==> src/rtl/wb_arbiter.sv <==
// Two-master Wishbone arbiter: registered round-robin grant held for the
// owner's whole cycle, zero-dead-cycle handoff, and a per-strobe watchdog
// that error-terminates strobes no slave answers.
module wb_arbiter #(
  parameter int unsigned TIMEOUT = 255
) (
  input  logic        clk_i,
  input  logic        rst_i,
  input  logic [31:0] m0_adr_i,
  input  logic [31:0] m0_dat_i,
  input  logic [1:0]  m0_sel_i,
  input  logic        m0_we_i,
  input  logic        m0_cyc_i,
  input  logic        m0_stb_i,
  output logic [31:0] m0_dat_o,
  output logic        m0_ack_o,
  output logic        m0_err_o,
  input  logic [31:0] m1_adr_i,
  input  logic [31:0] m1_dat_i,
  input  logic [1:0]  m1_sel_i,
  input  logic        m1_we_i,
  input  logic        m1_cyc_i,
  input  logic        m1_stb_i,
  output logic [31:0] m1_dat_o,
  output logic        m1_ack_o,
  output logic        m1_err_o,
  output logic [31:0] wbm_adr_o,
  output logic [31:0] wbm_dat_o,
  output logic [1:0]  wbm_sel_o,
  output logic        wbm_we_o,
  output logic        wbm_cyc_o,
  output logic        wbm_stb_o,
  input  logic [31:0] wbm_dat_i,
  input  logic        wbm_ack_i,
  output logic [1:0]  gnt_o
);

  localparam int NUM_M = 2;
  localparam logic [7:0] TO_LAST = 8'(TIMEOUT - 1);

  typedef enum logic [1:0] {IDLE = 2'd0, GNT0 = 2'd1, GNT1 = 2'd2} state_t;

  state_t state;
  logic   last;
  logic [7:0] cnt;

  // Masters gathered into packed arrays so the mux and return path index by owner
  logic [NUM_M-1:0][31:0] adr, wdat, rdat;
  logic [NUM_M-1:0][1:0]  sel;
  logic [NUM_M-1:0]       we, cyc, stb, ack, err, gnt;
  logic owner, busy, own_cyc, own_stb, tmo;

  assign adr  = {m1_adr_i, m0_adr_i};
  assign wdat = {m1_dat_i, m0_dat_i};
  assign sel  = {m1_sel_i, m0_sel_i};
  assign we   = {m1_we_i,  m0_we_i};
  assign cyc  = {m1_cyc_i, m0_cyc_i};
  assign stb  = {m1_stb_i, m0_stb_i};

  assign gnt     = (state == GNT0) ? 2'b01 : (state == GNT1) ? 2'b10 : 2'b00;
  assign gnt_o   = gnt;
  assign owner   = (state == GNT1);
  assign busy    = |gnt;
  assign own_cyc = busy & cyc[owner];
  assign own_stb = own_cyc & stb[owner];
  // Only a live strobe can time out; a stale count after stb drops must not fire
  assign tmo     = own_stb & (cnt == TO_LAST);

  // Shared-bus request mux driven from the registered grant
  always_comb begin
    wbm_adr_o = '0;
    wbm_dat_o = '0;
    wbm_sel_o = '0;
    wbm_we_o  = 1'b0;
    wbm_cyc_o = 1'b0;
    wbm_stb_o = 1'b0;
    if (busy) begin
      wbm_adr_o = adr[owner];
      wbm_dat_o = wdat[owner];
      wbm_sel_o = sel[owner];
      wbm_we_o  = we[owner];
      wbm_cyc_o = own_cyc;
      wbm_stb_o = own_stb & ~tmo;
    end
  end

  // Return path: only the owner sees data, ack or err; ack beats a same-cycle timeout
  for (genvar m = 0; m < NUM_M; m++) begin : g_ret
    assign ack[m]  = gnt[m] & wbm_ack_i;
    assign err[m]  = gnt[m] & tmo & ~wbm_ack_i;
    assign rdat[m] = gnt[m] ? wbm_dat_i : 32'h0;
  end

  assign m0_dat_o = rdat[0];
  assign m1_dat_o = rdat[1];
  assign m0_ack_o = ack[0];
  assign m1_ack_o = ack[1];
  assign m0_err_o = err[0];
  assign m1_err_o = err[1];

  // Grant FSM with round-robin tie break and the watchdog counter
  always_ff @(posedge clk_i) begin
    if (rst_i) begin
      state <= IDLE;
      last  <= 1'b1;
      cnt   <= '0;
    end else begin
      if (!busy || !own_stb || wbm_ack_i || tmo) cnt <= '0;
      else                                       cnt <= cnt + 8'd1;
      case (state)
        IDLE: begin
          cnt <= '0;
          if (cyc[0] && cyc[1]) begin
            state <= last ? GNT0 : GNT1;
            last  <= ~last;
          end else if (cyc[0]) begin
            state <= GNT0;
            last  <= 1'b0;
          end else if (cyc[1]) begin
            state <= GNT1;
            last  <= 1'b1;
          end
        end
        GNT0: if (!cyc[0]) begin
          cnt <= '0;
          if (cyc[1]) begin
            state <= GNT1;
            last  <= 1'b1;
          end else begin
            state <= IDLE;
          end
        end
        GNT1: if (!cyc[1]) begin
          cnt <= '0;
          if (cyc[0]) begin
            state <= GNT0;
            last  <= 1'b0;
          end else begin
            state <= IDLE;
          end
        end
        default: state <= IDLE;
      endcase
    end
  end

endmodule

==> config.mk <==
export PLATFORM = sky130hd
export DESIGN_NAME = wb_arbiter
export DESIGN_NICKNAME = d
export VERILOG_FILES = /design/src/rtl/wb_arbiter.sv
export SDC_FILE = /design/constraint.sdc
export NUM_CORES = 1
export LEC_CHECK = 0
export ABC_AREA = 0
export BUFFER_PORTS_ARGS = -buffer_cell sky130_fd_sc_hd__buf_4
export CAP_MARGIN = 20
export CORE_AREA = 2 2 120 122
export DETAILED_ROUTE_END_ITERATION = 6
export DIE_AREA = 0 0 122 124
export HOLD_SLACK_MARGIN = 0.05
export PLACE_DENSITY = 0.48
export SLEW_MARGIN = 20
export SYNTH_ARGS = -nofsm -noshare
export SYNTH_HDL_FRONTEND = slang
export SYNTH_SLANG_ARGS = --single-unit
==> constraint.sdc <==
create_clock -name clk_i -period 1.62 [get_ports clk_i]
set_clock_uncertainty 0.1 [all_clocks]
set_input_delay 0.081 -clock clk_i [delete_from_list [all_inputs] [get_ports clk_i]]
set_output_delay 0.081 -clock clk_i [all_outputs]
set_load 0.01 [all_outputs]
==> Yosys cells after proc, flatten, opt, wreduce, memory -nomap -nowiden <==
Index checks and enable logic that the tools add are counted.
W data, S select, Z words.
{ "totals": {"in_bits": 173, "wordCells": 78, "out_inout_bits": 139, "ff_bits": 11} }
{ "op_classes": {"reduce_logical": 11, "n_eq_ne": 7, "addsub": 1, "n_lt_le_gt_ge": 1, "mux": 42, "n_bitwise": 13} }
{ "ops": {"columns": ["op", "count"], "rows": [
  ["$mux W32", 8],
  ["$mux W2", 12],
  ["$mux W8", 3],
  ["$pmux W8 S3", 1],
  ["$mux W1", 16],
  ["$and A1 B1 Y1", 10],
  ["$add A8 B1 Y8 const B", 1],
  ["$eq A8 B8 Y1 const B", 1],
  ["$ne A2 B2 Y1 const B", 3],
  ["$pmux W2 S3", 1],
  ["$ne A4 B4 Y1 const B", 1],
  ["$reduce_and A4 Y1", 1],
  ["$logic_or A1 B1 Y1", 3],
  ["$not A1 Y1", 3],
  ["$pmux W1 S3", 1],
  ["$reduce_and A3 Y1", 1],
  ["$reduce_bool A3 Y1", 1],
  ["$eq A2 B1 Y1 const B", 1],
  ["$eq A2 B2 Y1 const B", 1],
  ["$logic_not A1 Y1", 2],
  ["$logic_not A2 Y1", 1],
  ["$lt A1 B2 Y1 const B", 1],
  ["$reduce_or A2 Y1", 1],
  ["$logic_and A1 B1 Y1", 1]
]} }

==> Depth between registers and ports, before layout <==
{ "logic_depth": {"depth_word": 13, "ltp_mapped": 7} }

==> Worst setup path before layout <==
Ideal clock, no wire load.
{ "synth_path": {"kind": "flip-flop to output port", "start": "register state[0]", "end": "output port wbm_stb_o", "n_path_buf": 1, "t_arrival_ns": 1.520, "setup_slack_ns": -0.081, "required_time_ns": 1.439, "path_stages_with_launch": 6, "cell_sequence": "dfxtp_1 > inv_1 > ha_1 > clkinv_1 > buf_2 > nor4_1"} }
{ "synth_via": {"elab_chain_cells": 10, "word_cells_on_any_way": 15} }
{ "synth_rtl": {"columns": ["element", "line_no", "source"], "rows": [
  ["start: declaration", "43", "state_t state;"],
  ["start signal: assignment", "114", "state <= last ? GNT0 : GNT1;"],
  ["$eq A2 B2 Y1", "60, 62", null],
  ["$mux W2 (2 in a row)", "60", "assign gnt = (state == GNT0) ? 2'b01 : (state == GNT1) ? 2'b10 : 2'b00;"],
  ["$reduce_or A2 Y1", "63", "assign busy = |gnt;"],
  ["$and A1 B1 Y1", "64", "assign own_cyc = busy & cyc[owner];"],
  ["$and A1 B1 Y1", "65", "assign own_stb = own_cyc & stb[owner];"],
  ["$and A1 B1 Y1", "67", "assign tmo = own_stb & (cnt == TO_LAST);"],
  ["$not A1 Y1", "83", "wbm_stb_o = own_stb & ~tmo;"],
  ["$and A1 B1 Y1", "83", null],
  ["$mux W1 (*)", "77", "if (busy) begin"],
  ["end: declaration", "32", "output logic wbm_stb_o,"]
]} }
Mark *: on every way between the ends. The rest lies on a longest branch, timed or not. The select of a mux whose other input is x is not followed.

==> Worst setup path after layout <==
{ "layout_path": {"start": "register state[0]", "end": "output port m1_dat_o[19]"} }
{ "layout_via": {"elab_chain_cells": 4, "word_cells_on_any_way": 5} }
{ "layout_rtl": {"columns": ["element", "line_no", "source"], "rows": [
  ["$eq A2 B2 Y1", "60", null],
  ["$mux W2", "60", null],
  ["$mux W2 (*)", "60", null],
  ["$mux W32 (*)", "91", "assign rdat[m] = gnt[m] ? wbm_dat_i : 32'h0;"],
  ["end: declaration", "24", "output logic [31:0] m1_dat_o,"]
]} }
Mark *: on every way between the ends. The rest lies on a longest branch, timed or not.

==> results_dict.tcl <==
set metrics [dict create \
    ioPinCount 312 \
    setup_ws_ps -149 \
    irDropWorstVdd_v 0.000316 \
    cts_max_level 1 \
    port_buffers 311 \
    slowest_stage "dfxtp_2" \
    gp_congestion 0.789 \
    vias 3345 \
    worstSetupEndpointType "output pin" \
    ys_ff_latch 11 \
    grt_pass1_vias 3172 \
    fmax_ghz 0.565 \
    slowest_delay_ps 340 \
    fin_cells 805 \
    final_cell_mix "buf_4, nor2_1, mux2i_1, and2_1, buf_6" \
    dpl_cell_area_sq_um 4870 \
    cp.buffers_inverters 5 \
    grt_remaining_overflow 0 \
    yosys.cell_types.count 30 \
    die_w_um 122 \
    p_int_mw 2.26 \
    fin_nets 806 \
    p_sw_share_pct 38.8 \
    cp_common_cell "buf_4" \
    start_util_pct 15.4 \
    clockPowerShare_pct 12.6 \
    grt_max_degree 43 \
    syn-mean-instance-area_sq_um 7.14 \
    syn_area_sq_um 2110 \
    place_ws_ps -59.2 \
    coreArea_sq_um 13700 \
    dp_cells 787 \
    dpl.hpwl_mm 10.1 \
    grt_usage_pct 13.8 \
    fillerInstances 1390 \
    drt-initial-drc-count 82 \
    wirelength_mm 12.4 \
    die_y_um 124 \
    fin_area_sq_um 5420 \
    crit_fanout 5 \
    numCtsBuffers 3 \
    synth-warning-count 0 \
    cts_max_path_buffers 2 \
    area_growth_pct 157 \
    required_ps 1440 \
    drtAntennaViolNets 0 \
    vias_per_cell 4.16 \
    post-route-util_pct 39.5 \
    finalCritPeriodShare_pct 109 \
    comb_power_share_pct 79.1 \
    synth_fp_nets 476 \
    fp.dieArea_sq_um 15100 \
    clockRootBuffer "clkbuf_16" \
    path_clk_slew_ps 50 \
    grt_pass1_wl_mm 16.3 \
    clock_latency_ps 240 \
    crit_arrival_ps 1590 \
    critical_path_class "flip-flop to output pin" \
    ys_seq_area_share_pct 10.4 \
    drt_pass1_iterations 4 \
    rsz0062_at_grt "yes" \
    worstMarginPinSlew_ps 348 \
    cts_tree "built" \
    syn-instance-count 296 \
    cts.sinks 11 \
    placementRows 43 \
    timing_hold_violations_final 0 \
    power_density_nw_per_um2 680 \
    antenna_cells 0 \
    pwr-share-seq_pct 8.2 \
    setup_viol 141 \
    drv_slew 0 \
    hold_class "primary input to flip-flop" \
    mostFrequentLayoutCell "buf_4" \
    period_needed_ps 1770 \
    run_status "finished, violations left" \
    crit_family "buffers and inverters" \
    antenna_found_initial 0 \
    crit_path_start_kind "flip-flop" \
    max_slew_margin_pct 76.5 \
    final_layout_size_suffix_gt1_share_pct 61.9 \
    crit_chain "inv_4 > ha_4 > buf_4 > clkbuf_16 > buf_8 > and2_1 > buf_4" \
    wl_per_cell_um 15.4 \
    leakage_nw 2.69 \
    violations "negative setup slack" \
    drv_cap 0 \
    p_switching_mw 1.43 \
    drc 0 \
]
path summary, 6_finish.rpt:
kind,depth (start not counted),slack (ps),endpoint,start
min,4,140,cnt[1]$_SDFF_PP0_,wbm_ack_i
min reg2reg,2,430,cnt[5]$_SDFF_PP0_,cnt[5]$_SDFF_PP0_
max,7,-150,m1_dat_o[19],state[0]$_SDFFE_PP0P_
max reg2reg,8,-90,cnt[2]$_SDFF_PP0_,state[0]$_SDFFE_PP0P_
per-layer routing:
| metal | GRT usage, % | vias up | part of all wire (%) |
|---|---|---|---|
| met3 | 3.16 | 19 | 9.3 |
| met5 | 0 | - | 0 |
| met2 | 28.2 | 191 | 56 |
| met1 | 13.7 | 1500 | 32 |
| li1 | - | 1635 | - |
| met4 | 3.66 | 0 | 2.2 |
stage by stage:
stage	total power, mW	hold WS [ps]	TNS, ps
finish	3.69	137	-11570
global route	3.94	164	-22960
CTS	3.65	127	-13030
detailed placement	2.86	209	-434
global placement	2.85	201	-64.2
floorplan	1.44	46.0	-410
sequential cells by signal, indices dropped and copies added (netlist names):
name and count:
state 2, cnt 8, last 1
power groups by stage:
stage | Clock [mW] | Sequential, mW | Combinational (mW)
after CTS | 0.485 | 0.304 | 2.86
after global routing | 0.498 | 0.307 | 3.13
after floorplan | 0 | 0.304 | 1.14
final | 0.466 | 0.304 | 2.92
after detailed placement | 0 | 0.304 | 2.55
after global placement | 0 | 0.304 | 2.55
area by class of cell:
class                   instances  area (sq um)  share of cell area, %
repair buffers                348          2940                   54.2
multi-input cells             256          1930                   35.5
inverters                       6          30.0                  0.554
clock buffers                   4          78.8                   1.45
flip-flops and latches         11           225                   4.15
well taps                     180           225                   4.15
worst reg2reg max path, delay by kind of cell, from the launching register on:
kind | cells | cell delay [ps]
simple gates | 3 | 580
buf+inv | 3 | 350
flops | 1 | 330
fa+ha+maj | 1 | 210
compound gates | 1 | 70
Yosys cell counts:
library cell | count | share of area (%)
nor4_4 | 1 | 1.0
mux2i_1 | 69 | 33
a2bb2oi_1 | 1 | 0.41
nor4_1 | 2 | 0.59
and4_1 | 2 | 0.83
nand2b_1 | 1 | 0.30
and2_1 | 66 | 20
o22ai_1 | 1 | 0.30
nand3b_4 | 1 | 0.95
nand4_1 | 1 | 0.30
o311ai_0 | 1 | 0.41
and3_1 | 3 | 0.89
xnor2_1 | 1 | 0.41
dfxtp_1 | 11 | 10
nor2_1 | 78 | 14
and4b_1 | 1 | 0.47
inv_1 | 5 | 0.89
ha_1 | 7 | 4.1
a221oi_1 | 1 | 0.41
clkbuf_1 | 12 | 2.1
buf_4 | 6 | 2.1
nand3_1 | 3 | 0.71
a21boi_0 | 1 | 0.36
o211ai_1 | 2 | 0.71
clkinv_1 | 1 | 0.18
o21ai_0 | 1 | 0.24
a21oi_1 | 3 | 0.71
xor2_1 | 5 | 2.1
buf_2 | 5 | 1.2
nand2_1 | 4 | 0.71
kinds of logic (layout without fill, tap and decap cells):
family / after synthesis / after routing / share of synthesized area [%]
AND/OR/NAND/NOR: 163 / 163 / 40.2
multiplexers: 69 / 69 / 32.7
buffers and inverters: 29 / 358 / 6.52
AO/OA/AOI/OAI: 11 / 11 / 3.55
flip-flops: 11 / 11 / 10.4
adder cells (fa/ha/maj): 7 / 7 / 4.15
XOR/XNOR: 6 / 6 / 2.49
repair_timing:
| item | in CTS | in global routing |
|---|---|---|
| hold buffers | 1 | 0 |
| pin swaps | 6 | 20 |
| setup endpoints to repair | 141 | 147 |
| gates cloned | 4 | 3 |
| resized for setup | 52 | 21 |
| buffers inserted | 5 | 2 |
| hold endpoints to repair | 3 | 0 |
No activity file was read; power rests on OpenSTA's default activity.
